**src/rtl/rr_stream_mux.sv**
```systemverilog
// rr_stream_mux
//   N:1 valid/ready stream multiplexer with a single registered output stage.
//   mode=0 takes the channel named by sel. mode=1 arbitrates round-robin,
//   starting the scan just after the last channel granted in that mode.
//
// Ports
//   clk        system clock, rising edge
//   rst        synchronous active-high reset
//   mode       0 = fixed select, 1 = round-robin
//   sel        channel index used when mode=0
//   in_valid   per-channel valid
//   in_data    packed channel data, channel i at [i*W +: W]
//   in_ready   per-channel ready, one-hot or zero
//   out_valid  output register holds a word
//   out_data   registered word
//   out_sel    channel that supplied out_data
//   out_ready  consumer accepts the word
module rr_stream_mux #(
  parameter int N = 4,
  parameter int W = 8,
  localparam int SW = $clog2(N)
) (
  input  logic            clk,
  input  logic            rst,
  input  logic            mode,
  input  logic [SW-1:0]   sel,
  input  logic [N-1:0]    in_valid,
  input  logic [N*W-1:0]  in_data,
  output logic [N-1:0]    in_ready,
  output logic            out_valid,
  output logic [W-1:0]    out_data,
  output logic [SW-1:0]   out_sel,
  input  logic            out_ready
);

  logic          out_valid_q, out_valid_d;
  logic [W-1:0]  out_data_q,  out_data_d;
  logic [SW-1:0] out_sel_q,   out_sel_d;
  logic [SW-1:0] last_q,      last_d;

  logic          free;
  logic          fix_ok;
  logic          rr_found;
  logic [SW-1:0] rr_idx;
  logic [SW-1:0] cand;
  logic          grant_valid;
  logic [SW-1:0] grant;
  logic [W-1:0]  word;

  // A full register being drained this cycle can take a new word.
  assign free = !out_valid_q || out_ready;

  // Out-of-range sel simply yields no grant.
  assign fix_ok = (32'(sel) < 32'(N)) && in_valid[sel];

  // Scan last+1, last+2, ... wrapping; first valid channel wins.
  always_comb begin
    rr_found = 1'b0;
    rr_idx   = '0;
    cand     = '0;
    for (int k = 1; k <= N; k++) begin
      cand = SW'((32'(last_q) + 32'(k)) % 32'(N));
      if (!rr_found && in_valid[cand]) begin
        rr_found = 1'b1;
        rr_idx   = cand;
      end
    end
  end

  // Reset blocks any handshake in the same cycle.
  assign grant_valid = free && !rst && (mode ? rr_found : fix_ok);
  assign grant       = mode ? rr_idx : sel;

  always_comb begin
    in_ready = '0;
    word     = '0;
    for (int i = 0; i < N; i++) begin
      if (grant == SW'(i)) begin
        in_ready[i] = grant_valid;
        word        = in_data[i*W +: W];
      end
    end
  end

  always_comb begin
    out_valid_d = out_valid_q;
    out_data_d  = out_data_q;
    out_sel_d   = out_sel_q;
    last_d      = last_q;
    if (grant_valid) begin
      out_valid_d = 1'b1;
      out_data_d  = word;
      out_sel_d   = grant;
      // Only round-robin grants move the fairness pointer.
      if (mode) begin
        last_d = grant;
      end
    end else if (out_ready) begin
      out_valid_d = 1'b0;
    end
  end

  always_ff @(posedge clk) begin
    if (rst) begin
      out_valid_q <= 1'b0;
      out_data_q  <= '0;
      out_sel_q   <= '0;
      last_q      <= SW'(N - 1);
    end else begin
      out_valid_q <= out_valid_d;
      out_data_q  <= out_data_d;
      out_sel_q   <= out_sel_d;
      last_q      <= last_d;
    end
  end

  assign out_valid = out_valid_q;
  assign out_data  = out_data_q;
  assign out_sel   = out_sel_q;

endmodule

```
**config.mk**
```make
export PLATFORM = sky130hd
export DESIGN_NAME = rr_stream_mux
export DESIGN_NICKNAME = d
export VERILOG_FILES = /design/src/rtl/rr_stream_mux.sv
export SDC_FILE = /design/constraint.sdc
export NUM_CORES = 1
export LEC_CHECK = 0
export BUFFER_PORTS_ARGS = -buffer_cell sky130_fd_sc_hd__buf_4
export CAP_MARGIN = 25
export CORE_MARGIN = 3
export CORE_UTILIZATION = 44
export DETAILED_ROUTE_END_ITERATION = 8
export PLACE_DENSITY = 0.77
export REMOVE_ABC_BUFFERS = 1
export SETUP_SLACK_MARGIN = 0.15
export SLEW_MARGIN = 0
export SYNTH_ARGS = -nofsm -noshare
export SYNTH_HDL_FRONTEND = slang
export SYNTH_SLANG_ARGS = --single-unit
```
**constraint.sdc**
```tcl
create_clock -name clk -period 2.5 [get_ports clk]
set_input_delay 0.125 -clock clk [delete_from_list [all_inputs] [get_ports clk]]
set_output_delay 0.125 -clock clk [all_outputs]
set_load 0.02 [all_outputs]
```
==> results by group, run 1 <==
Outcome
  • Status: complete, no violations

STA
  • Max Fclk: 0.452 GHz
  • RSZ-0062 raised after global routing: false
  • Final Max Slew Viols: 0
  • Slew headroom: 0.503
  • Post-layout min period: 2.21 ns
  • Final setup fails: 0
  • Final period util: 0.884
  • Slew @ Worst Pin: 0.745 ns
  • Hold Vio Cnt, Final: 0
  • Setup Skew: 0.000754 ns
  • Setup TNS: 0 ns

GRT
  • Gr usage total: 0.213
  • GRT overflow: 0
  • Largest net degree at the start of global routing: 11
  • Global-route wire length before repair: 4640 um
  • Antenna violations before repair: 0
  • Vias in the first global route: 984

Final layout
  • Fill cell count: 175
  • Layout Area Growth over Synthesis: 46.7%
  • Final cell count without fillers: 195
  • Diode count: 0
  • Fin area: 1530 um2
  • FF+latch area: 260 um2
  • Final nets: 211
  • Area occupied by multi-input gates: 749 um2
  • Share of cells above drive strength 1: 0.476

Worst setup path
  • Crit start category: flip-flop
  • Slowest Stage Delay on Critical Path: 0.62 ns
  • Worst-path cell chain: nand2_1 -> a21oi_1 -> o31ai_4 -> and3_1 -> buf_4
  • CP arrival: 2.09 ns
  • Worst path top cell family by delay: compound AO/OA/AOI/OAI gates
  • Crit path buf inv count: 1
  • Slowest stage cell on the critical path: a21oi_1
  • Max FO, Critical Path: 9
  • Crit path kind: flip-flop to output port
  • Worst setup EP type: output port
  • WP data required: 2.38 ns

Drt
  • Detail Route Antenna Nets: 0
  • Number of DRC markers in iteration 0: 28
  • Detailed-route DRC error count: 0
  • Drt via density: 5.72
  • Pre-antenna DRT Iters: 4
  • Post-Route WL: 3160 um
  • Routed via count: 1116
  • Wirelength per Cell: 16.2 um

Hold path
  • Worst min-delay path category: primary input to flip-flop

CTS
  • Worst-path clk slew: 0.08 ns
  • Worst-Skew Late Latency: 0.27 ns
  • Clock Sinks: 13
  • CTS tree: yes
  • Post-cts hold buffer count: 0
  • Root buf cell: clkbuf_4
  • Clk buf depth: 2
  • CTS H-tree depth: 1
  • TritonCTS Buffers: 3

Synth
  • Main area contributors after synthesis: dfxtp_1 25%, mux2i_1 16%, o221ai_2 8.7%
  • Sequential-to-total area share from yosys stat: 0.250
  • Post-synth EDFFs: 0
  • Async S/R FF share, synth: 0
  • Synth Instances: 109
  • Number of synthesis warnings: 0
  • FF+latch count, synth: 13
  • Syn Area/Cell: 9.54 um2
  • Synth cell types: 38
  • Dominant synthesized flop cell: dfxtp_1
  • Post-synth top area share: 0.250
  • Post-Syn Area: 1040 um2
  • Yosys top cell by area: dfxtp_1

Die
  • Initial Util: 0.495
  • Core ar.: 2100 um2
  • Die Area: 2980 um2
  • Die Wd: 54.6 um
  • Site row count: 16
  • I/O pin cnt: 57
  • Die H: 54.6 um

Placement
  • Placed cells: 186
  • HPWL Detailed: 2350 um
  • PortBufs: 56
  • Placed cell areas: 1440 um2
  • GP Congestion: 0.812

Power and ir drop
  • Pwr per Cell Area: 447 nW/um2
  • Final total power: 0.682 mW
  • Leakage dissipation: 0.746 nW
  • Maximum vdd drop: 0.000289 V

Job
  • Maxcap violations: 0
[path summary, 6_finish.rpt]
path | startpoint | endpoint | slack (ns) | depth (start not counted)
max | last_q[1] | in_ready[0] | 0.29 | 5
max reg2reg | last_q[1] | out_data[3] | 0.39 | 5
min | rst | out_valid | 0.05 | 2
min reg2reg | out_data[4] | out_data[4] | 0.47 | 2
[area by class of cell]
cell class	instances	share of cell area
well taps	27	0.0221
repair buffers	60	0.295
flip-flops and latches	13	0.171
multi-input cells	90	0.491
clock inverters	1	0.00328
inverters	1	0.00246
clock buffers	3	0.0148
[cell families after synthesis]
logic type	Yosys count	share of synthesized area
and+or+nand+nor	38	0.196
AOI/OAI and AO/OA	33	0.300
muxes	18	0.189
DFF	13	0.250
buffers and inverters	7	0.0650
[synth_stat cells, types with 2 or more instances]
| master | number |
|---|---|
| mux2i_1 | 17 |
| nor4b_1 | 2 |
| a21oi_1 | 6 |
| a211o_1 | 2 |
| o211ai_2 | 2 |
| o311ai_0 | 2 |
| o21ai_0 | 2 |
| nor2_1 | 8 |
| and3b_1 | 2 |
| nor2b_1 | 2 |
| a221oi_1 | 2 |
| nand2b_1 | 5 |
| o211a_1 | 2 |
| nand2_1 | 12 |
| a211oi_1 | 2 |
| o221ai_2 | 6 |
| nor3b_1 | 2 |
| dfxtp_1 | 13 |
[stage by stage]
stage / hold WS [ns] / utilization / setup WS (ns)
after floorplan: 0.194 / - / 0.0230
after global placement: 0.339 / 0.685 / 0.223
final: 0.0525 / 0.726 / 0.290
after detailed placement: 0.345 / 0.685 / 0.178
after CTS: 0.0506 / 0.709 / 0.148
after global routing: 0.0453 / 0.726 / 0.162
[flip-flops by register name, indices dropped and copies added (netlist names)]
signal and count:
out_data 8, last_q 2, out_valid 1, out_sel 2
[per-layer routing]
layer,part of all wire,GRT usage,vias to the layer above
met5,0,0,-
li1,-,-,546
met1,0.42,0.280,516
met2,0.49,0.360,50
met4,0.0063,0.0373,0
met3,0.080,0.0381,4
[power breakdown]
group,switching [mW],internal (mW),total (mW)
combinational,0.150,0.150,0.300
clock,0.0720,0.0593,0.131
sequential,0.0184,0.232,0.250
total,0.241,0.441,0.682
[worst register-to-register path, stage by stage (launching register included)]
cell and delay (ns):
dfxtp_1 0.49, nand2_1 0.09, a21oi_1 0.62, nor4b_1 0.14, o311ai_0 0.51, o211ai_2 0.13
[layout by cell type, fill, tap and decap left out, types with 3 or more instances in the layout]
cell type / n
buf_4: 60
mux2i_1: 17
dfxtp_1: 13
nand2_1: 12
nor2_1: 8
a21oi_1: 6
o221ai_2: 6
nand2b_1: 4
clkbuf_4: 3
[repair_timing]
action | in CTS | in global routing
setup endpoints to repair | 6 | 3
gates cloned | 1 | 0
buffers inserted | 0 | 4
pin swaps | 1 | 1
gates resized for setup | 2 | 1
Note: power is estimated with default switching activity, not from simulation.
==> inputs of run 2 (changes only) <==
==> constraint.sdc (replaced) <==
create_clock -name clk -period 2.5 [get_ports clk]
set_input_delay 0.125 -clock clk [delete_from_list [all_inputs] [get_ports clk]]
set_output_delay 0.125 -clock clk [all_outputs]
set_load 0.01 [all_outputs]
==> results by group, run 2 (synthesized netlist as in run 1, its figures left out) <==
Drt
  • Detail Route Antenna Nets: 0
  • Drt via density: 5.67
  • Pre-antenna DRT Iters: 4
  • Post-Route WL: 3030 um
  • Number of DRC markers in iteration 0: 10
  • Detailed-route DRC error count: 0
  • Wirelength per Cell: 15.8 um
  • Routed via count: 1088

STA
  • Post-layout min period: 2.15 ns
  • Setup Skew: 0.000743 ns
  • Final Max Slew Viols: 0
  • Final period util: 0.859
  • Hold Vio Cnt, Final: 0
  • Slew @ Worst Pin: 0.697 ns
  • Worst hold slack: 0.0603 ns
  • Max Fclk: 0.465 GHz
  • Slew headroom: 0.535
  • Setup TNS: 0 ns
  • Final setup fails: 0
  • RSZ-0062 raised after global routing: false

CTS
  • Post-CTS setup buffer count: 0
  • Post-cts hold buffer count: 0
  • Worst-Skew Late Latency: 0.27 ns
  • Root buf cell: clkbuf_4
  • CTS tree: yes
  • Clk buf depth: 2
  • TritonCTS Buffers: 3
  • Worst-path clk slew: 0.09 ns
  • CTS H-tree depth: 1
  • Clock Sinks: 13

GRT
  • Vias in the first global route: 979
  • Global-route wire length before repair: 4370 um
  • Largest net degree at the start of global routing: 11
  • Antenna violations before repair: 0
  • Gr usage total: 0.197
  • GRT overflow: 0

Die
  • Die Wd: 54.6 um
  • Die Area: 2980 um2
  • I/O pin cnt: 57
  • Site row count: 16
  • Core ar.: 2100 um2
  • Initial Util: 0.495
  • Die H: 54.6 um

Worst setup path
  • WP data required: 2.38 ns
  • Crit start category: flip-flop
  • R2R cell count: 5
  • CP Launch Point: last_q[0]
  • Crit path kind: flip-flop to output port
  • Worst r2r src: last_q[0]
  • CP arrival: 2.02 ns
  • Critical path endpoint: in_ready[0]
  • R2r setup slk: 0.47 ns
  • Reg2reg end: out_data[4]
  • Max FO, Critical Path: 10
  • Worst setup EP type: output port

Final layout
  • Fill cell count: 171
  • Layout Utilization: 0.711
  • Commonest cells after routing, fill and taps aside: 57 x buf_4, 17 x mux2i_1, 12 x nand2_1, 12 x dfxtp_1, 8 x nor2_1
  • Final nets: 208
  • Layout Area Growth over Synthesis: 43.7%
  • FF+latch area: 262 um2
  • Commonest non-fill, non-tap cell in the layout: buf_4
  • Diode count: 0
  • Share of cells above drive strength 1: 0.467
  • Area occupied by multi-input gates: 741 um2
  • Max FFs per register: 8

Outcome
  • Status: complete, no violations

Placement
  • GP Congestion: 0.819
  • HPWL Detailed: 2250 um
  • PortBufs: 56

Power and ir drop
  • Maximum vdd drop: 0.000281 V
  • Pwr per Cell Area: 438 nW/um2
  • Final total power: 0.655 mW
  • Leakage dissipation: 0.728 nW

Job
  • Maxcap violations: 0

Hold path
  • Worst Hold Launch: rst
  • Worst min-delay path category: primary input to flip-flop
==> run 2: cell types whose count changed in the layout (fill, tap and decap cells not counted), sizes merged <==
| cell | before | now |
|---|---|---|
| buf | 60 | 57 |
| clkbuf | 3 | 4 |
| clkinv | 1 | 0 |
==> run 2: routing by layer <==
layer  routed length (um)  part of all wire  track usage  vias to the layer above
met5                    0                 0            0                        -
met4                   19            0.0063       0.0415                        0
met3                  242             0.080       0.0327                        2
met2                 1430              0.47        0.319                       45
met1                 1340              0.44        0.273                      496
li1                     -                 -            -                      545
==> run 2: worst min-delay path by stage <==
stage                       to  slack [ns]  cells past startpoint
floorplan           out_sel[0]        0.19                      1
global placement    out_sel[0]        0.34                      2
detailed placement   out_valid        0.35                      2
CTS                 out_sel[0]        0.06                      2
global route         out_valid        0.07                      2
finish               out_valid        0.06                      2
==> run 2: area by class of cell <==
| type | instances | area share |
|---|---|---|
| Multi-Input combinational cell | 90 | 0.496 |
| Timing Repair Buffer | 57 | 0.286 |
| Sequential cell | 13 | 0.175 |
| Tap cell | 27 | 0.0226 |
| Clock buffer | 4 | 0.0176 |
| Inverter | 1 | 0.00251 |
==> run 2: worst max-delay path: stages (launching register included) <==
cell      delay (ns)
dfxtp_1         0.47
nand2b_1        0.08
a21oi_1         0.55
o31ai_4         0.27
and3_1          0.22
buf_4           0.14
==> run 2: where the power goes <==
part	leakage (nW)	switching, mW	internal (mW)
sequential	0.107	0.0182	0.232
clock	0.0150	0.0741	0.0617
combinational	0.606	0.127	0.142
==> run 2: metrics by stage <==
stage / std cells / cell area [um2] / setup slack (ns)
after global routing: 192 / 1490 / 0.219
after detailed placement: 186 / 1440 / 0.149
after CTS: 191 / 1480 / 0.138
after floorplan: 103 / 976 / 0.0345
final: 192 / 1490 / 0.351
after global placement: 186 / 1440 / 0.261
==> run 2: timing repair <==
action,in CTS,in global routing
setup endpoints to repair,5,3
gates cloned,1,0
resized for setup,1,2
pin swaps,1,1
==> inputs of run 3 (changes only) <==
Settings changed: CORE_UTILIZATION 44 to 35, PLACE_DENSITY 0.77 to 0.63.
==> results by group, run 3 (synthesized netlist as in run 1, its figures left out) <==
Drt
  • Post-Route WL: 3040 um
  • Drt via density: 5.60
  • Number of DRC markers in iteration 0: 41
  • Detail Route Antenna Nets: 0
  • Pre-antenna DRT Iters: 4
  • Wirelength per Cell: 15.4 um
  • Detailed-route DRC error count: 0
  • Routed via count: 1108

STA
  • Final setup fails: 0
  • RSZ-0062 raised after global routing: false
  • Max Fclk: 0.460 GHz
  • Post-layout min period: 2.17 ns
  • Setup TNS: 0 ns
  • Setup WS post-layout: 0.326 ns
  • Slew headroom: 0.489
  • Worst hold slack: 0.0462 ns
  • Setup Skew: 0.00165 ns
  • Final period util: 0.870
  • Final Max Slew Viols: 0
  • Slew @ Worst Pin: 0.767 ns
  • Hold Vio Cnt, Final: 0

Placement
  • HPWL Detailed: 2230 um
  • PortBufs: 56
  • Pre-CTS WS: 0.130 ns
  • GP Congestion: 0.831

Power and ir drop
  • Final total power: 0.665 mW
  • Maximum vdd drop: 0.000187 V
  • Pwr per Cell Area: 437 nW/um2
  • Leakage dissipation: 0.741 nW

Worst setup path
  • Max FO, Critical Path: 8
  • WP data required: 2.38 ns
  • CP arrival: 2.05 ns
  • Worst setup EP type: output port
  • Crit start category: flip-flop
  • Crit path kind: flip-flop to output port

Final layout
  • Commonest non-fill, non-tap cell in the layout: buf_4
  • Final nets: 210
  • Commonest cells after routing, fill and taps aside: 59 x buf_4, 17 x mux2i_1, 12 x nand2_1, 12 x dfxtp_1, 8 x nor2_1
  • Diode count: 0
  • Max FFs per register: 8
  • Layout Utilization: 0.543
  • Share of cells above drive strength 1: 0.479
  • Layout Area Growth over Synthesis: 46.6%

CTS
  • Worst-path clk slew: 0.09 ns
  • CTS tree: yes
  • Clock Sinks: 13
  • CTS H-tree depth: 1
  • TritonCTS Buffers: 3
  • Worst-Skew Late Latency: 0.28 ns
  • Root buf cell: clkbuf_4
  • Clk buf depth: 2

Job
  • Maxcap violations: 0

Die
  • Initial Util: 0.371
  • Core ar.: 2810 um2
  • Die Wd: 60.5 um
  • Site row count: 19
  • I/O pin cnt: 57
  • Die H: 60.5 um
  • Die Area: 3660 um2

GRT
  • Antenna violations before repair: 0
  • Global-route wire length before repair: 4470 um
  • GRT overflow: 0
  • Vias in the first global route: 983
  • Gr usage total: 0.167
  • Largest net degree at the start of global routing: 11

Hold path
  • Worst min-delay path category: primary input to flip-flop

Outcome
  • Status: complete, no violations
==> run 3: cell count changes in the layout (fill, tap and decap cells not counted) <==
| cell | before | now |
|---|---|---|
| o31ai_4 | 1 | 2 |
| buf_4 | 57 | 59 |
| clkinv_2 | 0 | 1 |
| o31ai_2 | 1 | 0 |
| clkbuf_1 | 1 | 0 |
==> run 3: layout make-up <==
type | count | area (um2)
clock buffers | 3 | 22.5
clock inverters | 1 | 5.00
fillers | 269 | 1280
inverters | 1 | 3.75
multi-input cells | 90 | 749
flip-flops and latches | 13 | 262
well taps | 31 | 38.8
repair buffers | 59 | 443
==> run 3: path summary, 6_finish.rpt <==
check                            startpoint  depth (start not counted)          end  slack [ns]
worst max-delay path              last_q[0]                          6  in_ready[2]        0.33
worst min-delay path                    rst                          2   out_sel[0]        0.05
worst max register to register    last_q[0]                          7  out_data[0]        0.40
worst min register to register  out_data[6]                          2  out_data[6]        0.48
==> run 3: timing repair <==
| action | in CTS | in global routing |
|---|---|---|
| pin swaps | 1 | 1 |
| setup endpoints to repair | 8 | 4 |
| buffers inserted | 0 | 3 |
| resized for setup | 2 | 2 |
| gates cloned | 1 | 0 |
| hold buffers | 0 | 0 |
==> run 3: power breakdown <==
part	switching [mW]	total [mW]	internal, mW
registers	0.0184	0.251	0.232
logic	0.131	0.278	0.147
clock network	0.0776	0.137	0.0595
total	0.227	0.665	0.439
==> run 3: per-stage QoR <==
step / instances / cell area, um2
global route: 198 / 1520
floorplan: 103 / 976
global placement: 190 / 1440
finish: 198 / 1520
CTS: 195 / 1500
detailed placement: 190 / 1440
==> run 3: critical path: stages, from the launching register on <==
cell and delay [ns]:
dfxtp_1 0.46, nand2b_1 0.09, a21oi_1 0.60, o31ai_4 0.16, buf_4 0.18, nor2b_1 0.12
buf_4 0.14
==> run 3: metal layers <==
layer | vias up | GRT usage | routed length, um
met3 | 5 | 0.0213 | 231
met1 | 513 | 0.213 | 1380
li1 | 542 | - | -
met4 | 0 | 0.0960 | 55
met2 | 48 | 0.272 | 1370
met5 | - | 0 | 0
